<file path="config.mk">
export PLATFORM = sky130hd
export DESIGN_NAME = hex_display_scan
export DESIGN_NICKNAME = d
export VERILOG_FILES = /design/src/rtl/hex_display_scan.sv
export SDC_FILE = /design/constraint.sdc
export NUM_CORES = 1
export LEC_CHECK = 0
export ABC_AREA = 1
export CAP_MARGIN = 20
export CORE_MARGIN = 2
export CORE_UTILIZATION = 51
export DETAILED_ROUTE_END_ITERATION = 10
export GPL_ROUTABILITY_DRIVEN = 0
export HOLD_SLACK_MARGIN = 0.05
export PLACE_DENSITY_LB_ADDON = 0.12
export SYNTH_ARGS = -nofsm -noshare
export SYNTH_HDL_FRONTEND = slang
export SYNTH_SLANG_ARGS = --single-unit
</file>
<file path="constraint.sdc">
create_clock -name clk -period 1.45 [get_ports clk]
set_input_delay 0.2175 -clock clk [delete_from_list [all_inputs] [get_ports clk]]
set_output_delay 0.2175 -clock clk [all_outputs]
set_load 0.005 [all_outputs]
</file>
<file path="src/rtl/hex_display_scan.sv">
// hex_display_scan
//
// Time-multiplexes four hex count digits onto a common-anode 4-digit
// seven-segment display. Each scan frame takes a coherent snapshot of all
// four digits at its start, so a carry in the counter partway through a
// frame never appears as a torn value. While pause is high the display
// blinks, and the decimal point of digit 0 is lit.
//
// Optional feature: define HEX_DISPLAY_SCAN_LZB_EN to blank the leading
// zeros of the snapshot. Digit 0 is never blanked. A blanked slot still
// takes its full scan time.
//
// Parameters:
//   REFRESH_BITS  refresh counter width. Each digit is lit for
//                 2^(REFRESH_BITS-2) clocks. Must be at least 3.
//   BLINK_BITS    blink counter width. The blink half-period is
//                 2^(BLINK_BITS-1) clocks. Must be at least 2.
//
// Ports:
//   clk          system clock, rising edge
//   reset        asynchronous, active-low reset
//   hex0..hex3   count digits, hex0 least significant
//   pause        counter-paused flag, level-sensitive
//   an[3:0]      digit enables, active-low (an[i]=0 lights digit i)
//   sseg[7:0]    segments, active-low, {dp,g,f,e,d,c,b,a}
module hex_display_scan #(
    parameter int REFRESH_BITS = 18,
    parameter int BLINK_BITS   = 25
) (
    input  logic       clk,
    input  logic       reset,
    input  logic [3:0] hex0,
    input  logic [3:0] hex1,
    input  logic [3:0] hex2,
    input  logic [3:0] hex3,
    input  logic       pause,
    output logic [3:0] an,
    output logic [7:0] sseg
);

    localparam logic [REFRESH_BITS-1:0] Q_ONE = REFRESH_BITS'(1);
    localparam logic [BLINK_BITS-1:0]   B_ONE = BLINK_BITS'(1);

    logic [REFRESH_BITS-1:0] q_reg;
    logic [BLINK_BITS-1:0]   b_reg;
    logic [3:0]              snap_reg [4];
    logic [3:0]              hex_in   [4];
    logic [3:0]              an_reg, an_next;
    logic [7:0]              sseg_reg, sseg_next;

    logic [1:0] idx;
    logic       frame_end;
    logic       blink_off;
    logic [3:0] lead_blank;
    logic       slot_blank;
    logic [3:0] cur_digit;

    assign hex_in[0] = hex0;
    assign hex_in[1] = hex1;
    assign hex_in[2] = hex2;
    assign hex_in[3] = hex3;

    // The top two refresh bits select the digit, so each digit owns a
    // contiguous quarter of the refresh period.
    assign idx       = q_reg[REFRESH_BITS-1 -: 2];
    // The edge that wraps q back to zero is also the start of a new frame.
    assign frame_end = &q_reg;
    assign blink_off = b_reg[BLINK_BITS-1];

`ifdef HEX_DISPLAY_SCAN_LZB_EN
    logic [3:0] digit_zero;

    for (genvar gi = 0; gi < 4; gi++) begin : g_zero
        assign digit_zero[gi] = (snap_reg[gi] == 4'h0);
    end

    // A digit is a leading zero only when it and every more significant
    // digit are zero. Digit 0 always shows, so "0" is displayed for zero.
    assign lead_blank = {digit_zero[3],
                         &digit_zero[3:2],
                         &digit_zero[3:1],
                         1'b0};
`else
    assign lead_blank = 4'b0000;
`endif

    function automatic logic [6:0] decode(input logic [3:0] d);
        case (d)
            4'h0:    decode = 7'b1000000;
            4'h1:    decode = 7'b1111001;
            4'h2:    decode = 7'b0100100;
            4'h3:    decode = 7'b0110000;
            4'h4:    decode = 7'b0011001;
            4'h5:    decode = 7'b0010010;
            4'h6:    decode = 7'b0000010;
            4'h7:    decode = 7'b1111000;
            4'h8:    decode = 7'b0000000;
            4'h9:    decode = 7'b0010000;
            4'hA:    decode = 7'b0001000;
            4'hB:    decode = 7'b0000011;
            4'hC:    decode = 7'b1000110;
            4'hD:    decode = 7'b0100001;
            4'hE:    decode = 7'b0000110;
            default: decode = 7'b0001110;
        endcase
    endfunction

    always_comb begin
        cur_digit  = snap_reg[idx];
        slot_blank = lead_blank[idx];
        an_next    = 4'b1111;
        if (!(slot_blank || (pause && blink_off))) begin
            an_next[idx] = 1'b0;
        end
        sseg_next[6:0] = slot_blank ? 7'h7F : decode(cur_digit);
        sseg_next[7]   = ~((idx == 2'd0) && pause);
    end

    always_ff @(posedge clk or negedge reset) begin
        if (!reset) begin
            q_reg    <= '0;
            b_reg    <= '0;
            an_reg   <= 4'b1111;
            sseg_reg <= 8'hFF;
            for (int i = 0; i < 4; i++) begin
                snap_reg[i] <= 4'h0;
            end
        end else begin
            q_reg    <= q_reg + Q_ONE;
            b_reg    <= b_reg + B_ONE;
            an_reg   <= an_next;
            sseg_reg <= sseg_next;
            if (frame_end) begin
                for (int i = 0; i < 4; i++) begin
                    snap_reg[i] <= hex_in[i];
                end
            end
        end
    end

    assign an   = an_reg;
    assign sseg = sseg_reg;

endmodule

</file>
==> results of run 1 <==
## critical path, cell delays in order (launching register included)
cell     delay [ns]
dfrtp_1        0.43
buf_4          0.15
nor2_4         0.04
nand2_1        0.10
nand2_2        0.08
nor2_4         0.23
ha_1           0.28
nand2_1        0.08
nand3_1        0.07
nand2_1        0.07
## final cells by class
class	count	area share
Multi-Input combinational cell	327	0.398
Sequential cell	71	0.394
Timing Repair Buffer	61	0.122
Clock buffer	15	0.0387
Tap cell	96	0.0264
Inverter	24	0.0209
## cell families (layout without fill, tap and decap cells)
| family | after synthesis | after routing | synth area share |
|---|---|---|---|
| compound gates | 4 | 4 | 0.00561 |
| xor+xnor | 28 | 28 | 0.0688 |
| fa+ha+maj | 8 | 8 | 0.0281 |
| buf+inv | 30 | 100 | 0.0421 |
| flops | 71 | 71 | 0.502 |
| simple gates | 284 | 287 | 0.353 |
## per-stage QoR
| step | instance area [sq um] | worst slack, ns |
|---|---|---|
| floorplan | 3580 | -0.00115 |
| global placement | 4110 | -0.0921 |
| detailed placement | 4110 | -0.146 |
| CTS | 4380 | -0.0512 |
| global route | 4550 | -0.202 |
| finish | 4550 | -0.135 |
## cells in the final DEF, fill, tap and decap left out, types with 2 or more instances in the layout
| master | Yosys | final |
|---|---|---|
| nand2_1 | 169 | 158 |
| dfrtp_1 | 59 | 58 |
| nand3_1 | 45 | 39 |
| nor2_1 | 41 | 37 |
| buf_4 | 1 | 24 |
| inv_1 | 20 | 17 |
| clkdlybuf4s50_1 | 0 | 17 |
| xor2_1 | 15 | 15 |
| xnor2_1 | 13 | 13 |
| dfstp_2 | 12 | 12 |
| clkbuf_8 | 0 | 12 |
| dlygate4sd2_1 | 0 | 12 |
| nand2_2 | 3 | 11 |
| nor2_4 | 3 | 10 |
| nand3_2 | 2 | 8 |
| inv_2 | 3 | 5 |
| nand3b_1 | 5 | 5 |
| nand2_4 | 1 | 4 |
| nand4_1 | 4 | 4 |
| nor2_2 | 5 | 4 |
| ha_2 | 0 | 4 |
| buf_6 | 4 | 4 |
| o21ai_0 | 3 | 3 |
| clkbuf_1 | 0 | 3 |
| inv_4 | 1 | 2 |
| nor3_1 | 3 | 2 |
| nand3b_4 | 1 | 2 |
| ha_1 | 8 | 2 |
| ha_4 | 0 | 2 |
| buf_12 | 0 | 2 |
## path summary, 6_finish.rpt
path | end | slack (ns)
setup / recovery | sseg[3] | -0.14
hold / removal | snap_reg[0] | 0.42
setup reg to reg | sseg[3] | -0.14
hold reg to reg | b_reg[0] | 0.48
max in group asynchronous | an[1] | 0.68
min in group asynchronous | b_reg[18] | 0.43
## metal layers
layer	routed length, um	global-route usage	share of wire
met5	0	0	0
met4	161	0.0951	0.020
met3	313	0.0349	0.039
met2	3880	0.330	0.49
met1	3640	0.292	0.46
## timing repair
| item | in CTS | in global routing |
|---|---|---|
| gates resized for setup | 27 | 29 |
| cloned | 0 | 3 |
| pin swaps | 1 | 15 |
| buffers inserted | 6 | 5 |
| hold endpoints to repair | 59 | 0 |
| endpoints found under the setup margin | 30 | 29 |
| hold buffers | 1 | 0 |
## power groups by stage
stage | Combinational [mW] | Sequential [mW] | Clock (mW)
2_1_floorplan | 0.000846 | 2.02 | 0
3_3_place_gp | 0.0971 | 2.02 | 0
3_5_place_dp | 0.0992 | 2.02 | 0
4_1_cts | 0.100 | 1.98 | 1.50
5_1_grt | 0.109 | 1.98 | 1.58
6_report | 0.0960 | 1.98 | 1.48
==> flow_summary.toml, run 1 <==
[clock_network]
clockRootBuffer = "clkbuf_8"
cts_tree = "done"
cts.clk_slew.worst_paths_ns = 0.07
max-clock-path-buffers = 2
cts_buffers = 9
cts_max_level = 3
clk_latency_ns = 0.34
clock-sinks = 71

[timing]
maxSlewHeadroom = 0.735
skew_ns = 0.00668
worst_slack_ns = -0.135
finalSetupViolCount = 7
timing.final.crit_share = 1.09
maxSlewViolCount = 0
worstMarginPinSlew_ns = 0.394
min_period_ns = 1.59
whs_ns = 0.419
clock.fmax_ghz = 0.631
rsz0062_at_grt = "yes"
tns_ns = -0.762
hold_viol = 0

[synth]
synth_area_leader_cell = "dfrtp_1"
async_flop_share = 1.00
synthCells = 425
ys_types = 27
ys_ff_latch = 71
yosys_warnings = 0
yosys.cell_count.top_type = "nand2_1"
synthFlopType = "dfrtp_1"
ys_seq_area_frac = 0.502
synth_top_area_share = 0.414
ys_top_cells_by_area = "dfrtp_1, nand2_1, dfstp_2, nand3_1, nor2_1"
synth_commonest_cells = "nand2_1, dfrtp_1, nand3_1"
synth_nets = 452
synth_edf_count = 0
postSynthAreaPerCell_sq_um = 8.39
synth_area_sq_um = 3570

[floorplanning]
dieWidth_um = 87.6
core-area_sq_um = 6790
io_pins = 31
start_util = 0.525
die_y_um = 87.6
die_area_sq_um = 7680
core.rowCount = 30

[cells_and_area]
area_growth_pct = 27.7
final_core_util = 0.670
regArea_sq_um = 1790
insertedDiodeCount = 0
largest_register_ffs = 25
nFillCells = 554
multi_input_area_sq_um = 1810
fin_nets = 521
drive_gt1_frac = 0.223
final_cells = 594

[worst_hold_path]
min_from = "hex3[0]"
hold_class = "in2reg"
hold_path_depth = 3

[power]
power.density_nw_per_um2 = 781
switching_share = 0.215
p_leak_nw = 2.22
finalPower_mw = 3.56
pwr-share-seq = 0.558
ir_drop_uv = 447
switchingPower_mw = 0.766
internal_power_mw = 2.79
comb_power_share = 0.027
clkPwrFrac = 0.415

[critical_path]
worstPathArrival_ns = 1.87
r2r_cells = 9
crit_path_max_fanout = 6
end_kind = "register"
cp-start-kind = "register"
path_class = "reg2reg"
cp-startpoint = "q_reg[17]"
crit_required_ns = 1.74
r2r-start = "q_reg[17]"

[global_route]
grt_max_degree = 72
antenna_found_initial = 0
grt_pass1_vias = 2880
grt.total_usage = 0.212
grt_pass1_wl_um = 12700
grt-ovfl-total = 0

[routing]
wirelength_um = 7990
drc = 0
vias = 3010
viasPerCell = 5.07
wl_per_cell_um = 13.4
antenna_left = 0
drt_iter0_markers = 180
first_pass_iters = 4

[status]
violations = "setup timing"
status = "finished with violations"

[placed_design]
io_buffer_count = 30
dp_hpwl_um = 4960
dp.cells = 564

[job]
max-cap-violations = 0
Power figures use the tool's default switching activity.
==> run 2: changes to the inputs <==
Settings changed: SKIP_LAST_GASP from default to 1.
Clock period 1.45 ns to 1.4 ns, I/O delays scaled along.
==> run 2 against run 1 <==
  * The flow still finishes with violations (setup timing)
  * Die area did not move
  * Final area increased by 6.2%
  * Total power increased by 27%
  * First-iteration DRC count down 49%
  * Global-route usage grew 0.36 points
  * Critical endpoint is now sseg[6]
  * Largest power group is now the clock network
  * Highest routed layer unchanged
==> flow_summary.toml, run 2 (synthesis gave the netlist of run 1 again) <==
[global_route]
grt-ovfl-total = 0
grt_pass1_wl_um = 12800
grt_max_degree = 72
antenna_found_initial = 0
grt_pass1_vias = 2817
grt.total_usage = 0.215

[cells_and_area]
largest_register_ffs = 25
fin_nets = 528
regArea_sq_um = 1790
insertedDiodeCount = 0
layout_commonest_cell = "nand2_1"
nFillCells = 518
final_cells = 602
final_core_util = 0.712
drive_gt1_frac = 0.277
multi_input_area_sq_um = 1910
area_growth_pct = 35.6
final_cell_mix = "nand2_1, dfrtp_1, nand3_1"

[routing]
drc = 0
viasPerCell = 4.94
wl_per_cell_um = 12.9
vias = 2974
drt_iter0_markers = 91
wirelength_um = 7780
first_pass_iters = 4
antenna_left = 0

[critical_path]
slowest_delay_ns = 0.46
crit_path_max_fanout = 6
worstPathArrival_ns = 1.81
crit_required_ns = 1.68
cp-start-kind = "register"
path_common_cell = "nand2_1"
path_cells = "buf_6, nand3_2, nand2_2, nor2_4, inv_4, ha_4, nand2_4, nand2_1, nand2_1, nand2_1"
crit_slowest_cell = "dfrtp_2"
path_class = "reg2reg"
cp_top_family = "simple AND/OR/NAND/NOR gates"
path_buf_inv = 2
end_kind = "register"

[clock_network]
cts_buffers = 9
cts_tree = "done"
cts.clk_slew.worst_paths_ns = 0.08
clk_latency_ns = 0.35
clock-sinks = 71
clockRootBuffer = "clkbuf_8"
cts_max_level = 3
max-clock-path-buffers = 2

[timing]
min_period_ns = 1.53
maxSlewViolCount = 0
finalSetupViolCount = 7
timing.final.crit_share = 1.09
rsz0062_at_grt = "yes"
whs_ns = 0.398
clock.fmax_ghz = 0.655
worstMarginPinSlew_ns = 0.388
hold_viol = 0
worst_slack_ns = -0.127
maxSlewHeadroom = 0.740
skew_ns = 0.0104

[floorplanning]
io_pins = 31
dieWidth_um = 87.6
die_area_sq_um = 7680
core-area_sq_um = 6790
core.rowCount = 30
start_util = 0.525
die_y_um = 87.6

[job]
max-cap-violations = 0

[placed_design]
dp.cells = 568
dp_hpwl_um = 5010
io_buffer_count = 30

[power]
p_leak_nw = 2.28
ir_drop_uv = 783
power.density_nw_per_um2 = 937
finalPower_mw = 4.53

[status]
status = "finished with violations"
violations = "setup timing"

[worst_hold_path]
hold_class = "in2reg"
[run 2: metrics by stage]
stage | area (sq um) | setup WS [ns] | TNS, ns
after global placement | 4180 | -0.127 | -0.666
after detailed placement | 4180 | -0.197 | -1.18
after CTS | 4610 | -0.118 | -0.903
final | 4840 | -0.127 | -0.767
after floorplan | 3630 | -0.0416 | -0.173
after global routing | 4840 | -0.229 | -2.66
[run 2: worst paths after layout]
kind | start | endpoint | slack [ns] | depth (start not counted)
hold / removal | pause | sseg[7] | 0.40 | 2
setup / recovery | q_reg[17] | sseg[6] | -0.13 | 10
max in group asynchronous | reset | sseg[1] | 0.65 | 3
min in group asynchronous | reset | b_reg[6] | 0.43 | 3
setup reg to reg | q_reg[17] | sseg[6] | -0.13 | 10
hold reg to reg | b_reg[11] | b_reg[11] | 0.49 | 1
[run 2: what timing repair did]
item                                   CTS  global route
hold buffers                             1             0
gates cloned                             1             2
setup endpoints to repair               22            37
pin swaps                               12             9
gates resized for setup                 32            43
endpoints found under the hold margin   59             0
buffers inserted                         7             7
[run 2: power by group]
part / switching (mW) / total (mW) / internal [mW]
sequential: 0.000212 / 2.05 / 2.05
clock: 0.790 / 2.38 / 1.59
combinational: 0.0473 / 0.0989 / 0.0516
[run 2: layout make-up]
class | instances | area share
inverters | 24 | 0.0197
multi-input cells | 327 | 0.395
clock inverters | 6 | 0.0321
repair buffers | 68 | 0.129
flip-flops and latches | 71 | 0.371
well taps | 96 | 0.0248
clock buffers | 10 | 0.0285
[run 2: worst reg2reg max path, stage by stage, from the launching register on]
cell     delay (ns)
dfrtp_2        0.46
buf_6          0.15
nand3_2        0.08
nand2_2        0.08
nor2_4         0.20
inv_4          0.09
ha_4           0.18
nand2_4        0.08
nand2_1        0.06
nand2_1        0.06
nand2_1        0.04
[run 2: layer usage]
metal	track usage	routed length, um	up-vias
li1	-	-	1504
met1	0.301	3620	1403
met2	0.333	3780	55
met3	0.0424	238	12
met4	0.0839	132	0
met5	0	0	-
==> run 3: changes to the inputs <==
Settings changed: CORE_UTILIZATION 51 to 52.
==> run 3 against run 2 <==
  * The run still ends with setup timing left
  * Register-to-register slack got worse by 0.02 ns
  * Critical path depth fell by 2
  * Non-clock buffer count fell by 1
  * Total power down 12%
  * Cell count is 3.2% lower
==> flow_summary.toml, run 3 (synthesis gave the netlist of run 1 again) <==
[critical_path]
end_kind = "register"
path_class = "reg2reg"
crit_path_max_fanout = 8
crit_required_ns = 1.69
worstPathArrival_ns = 1.84
cp-start-kind = "register"

[status]
status = "finished with violations"
violations = "setup timing"

[floorplanning]
io_pins = 31
dieWidth_um = 86.8
die_area_sq_um = 7540
start_util = 0.531
die_y_um = 86.8
core.rowCount = 30
core-area_sq_um = 6720

[cells_and_area]
area_growth_pct = 31.2
layout_commonest_cell = "nand2_1"
insertedDiodeCount = 0
largest_register_ffs = 25
drive_gt1_frac = 0.250
fin_nets = 526
multi_input_area_sq_um = 1860
regArea_sq_um = 1790
final_cell_mix = "nand2_1, dfrtp_1, nand3_1"
nFillCells = 542
stdcell_area_sq_um = 4680
final_core_util = 0.696

[global_route]
antenna_found_initial = 0
grt_max_degree = 72
grt-ovfl-total = 0
grt_pass1_vias = 2779
grt_pass1_wl_um = 12800
grt.total_usage = 0.219

[routing]
drt_iter0_markers = 91
vias = 2980
wirelength_um = 7870
wl_per_cell_um = 13.5
viasPerCell = 5.11
drc = 0
antenna_left = 0
first_pass_iters = 4

[power]
ir_drop_uv = 559
finalPower_mw = 4.00
p_leak_nw = 2.25
power.density_nw_per_um2 = 854

[clock_network]
clock-sinks = 71
cts.clk_slew.worst_paths_ns = 0.08
max-clock-path-buffers = 2
cts_max_level = 3
clockRootBuffer = "clkbuf_8"
clk_latency_ns = 0.35
cts_tree = "done"
cts_buffers = 9

[timing]
clock.fmax_ghz = 0.646
whs_ns = 0.404
hold_viol = 0
maxSlewViolCount = 0
rsz0062_at_grt = "yes"
timing.final.crit_share = 1.11
min_period_ns = 1.55
worst_slack_ns = -0.148
worstMarginPinSlew_ns = 0.375
finalSetupViolCount = 7
maxSlewHeadroom = 0.750
skew_ns = 0.0165

[job]
max-cap-violations = 0

[placed_design]
dpl_cell_area_sq_um = 4190
io_buffer_count = 30
dp_hpwl_um = 5080

[worst_hold_path]
hold_class = "in2async"
==> run 3: cell count changes in the layout (fill, tap and decap cells not counted), sizes merged <==
cell	change
nor2	-1
buf	-1
clkinvlp	+1
bufinv	-3
inv	+1
==> run 3: cell type report <==
cell class,count,share of cell area
Tap cell,80,0.0214
Sequential cell,71,0.383
Clock inverter,5,0.0174
Inverter,24,0.0209
Multi-Input combinational cell,326,0.398
Clock buffer,10,0.0294
Timing Repair Buffer,67,0.129
==> run 3: path summary, 6_finish.rpt <==
kind / startpoint / end / slack, ns / depth (start not counted)
worst min register to register: snap_reg[11] / snap_reg[11] / 0.49 / 2
worst max-delay path: q_reg[16] / sseg[3] / -0.15 / 8
worst min-delay path: reset / b_reg[23] / 0.40 / 3
max in group asynchronous: reset / q_reg[17] / 0.66 / 3
worst max register to register: q_reg[16] / sseg[3] / -0.15 / 8
min in group clk: hex3[0] / snap_reg[0] / 0.41 / 3
==> run 3: critical path: stages, from the launching register on <==
cell and delay (ns):
dfrtp_2 0.47, buf_12 0.16, nand3_4 0.05, nand2_2 0.06, nor2_4 0.23, ha_1 0.30
nand2_1 0.08, nand3_1 0.08, nand2_1 0.07
==> run 3: routing by layer <==
metal | share of wire | track usage | vias up
met2 | 0.47 | 0.330 | 64
met4 | 0.016 | 0.101 | 0
met5 | 0 | 0 | -
met1 | 0.47 | 0.301 | 1416
li1 | - | - | 1486
met3 | 0.038 | 0.0467 | 14
==> run 3: stage by stage <==
| stage | instances | TNS (ns) | setup slack, ns |
|---|---|---|---|
| 3_5_place_dp | 556 | -1.06 | -0.183 |
| 2_1_floorplan | 425 | -0.173 | -0.0416 |
| 4_1_cts | 574 | -0.676 | -0.138 |
| 5_1_grt | 583 | -1.85 | -0.231 |
| 3_3_place_gp | 556 | -0.656 | -0.125 |
| 6_report | 583 | -0.747 | -0.148 |
==> run 3: timing repair <==
item / in CTS / in global routing
endpoints found under the hold margin: 59 / 0
pin swaps: 8 / 24
endpoints found under the setup margin: 35 / 37
hold buffers: 1 / 0
buffers inserted: 1 / 8
gates cloned: 1 / 1
resized for setup: 22 / 40
==> run 3: power by group <==
| group | internal (mW) | switching [mW] |
|---|---|---|
| registers | 2.05 | 0.000367 |
| logic | 0.0516 | 0.0475 |
| clock network | 1.05 | 0.799 |
| total | 3.15 | 0.847 |
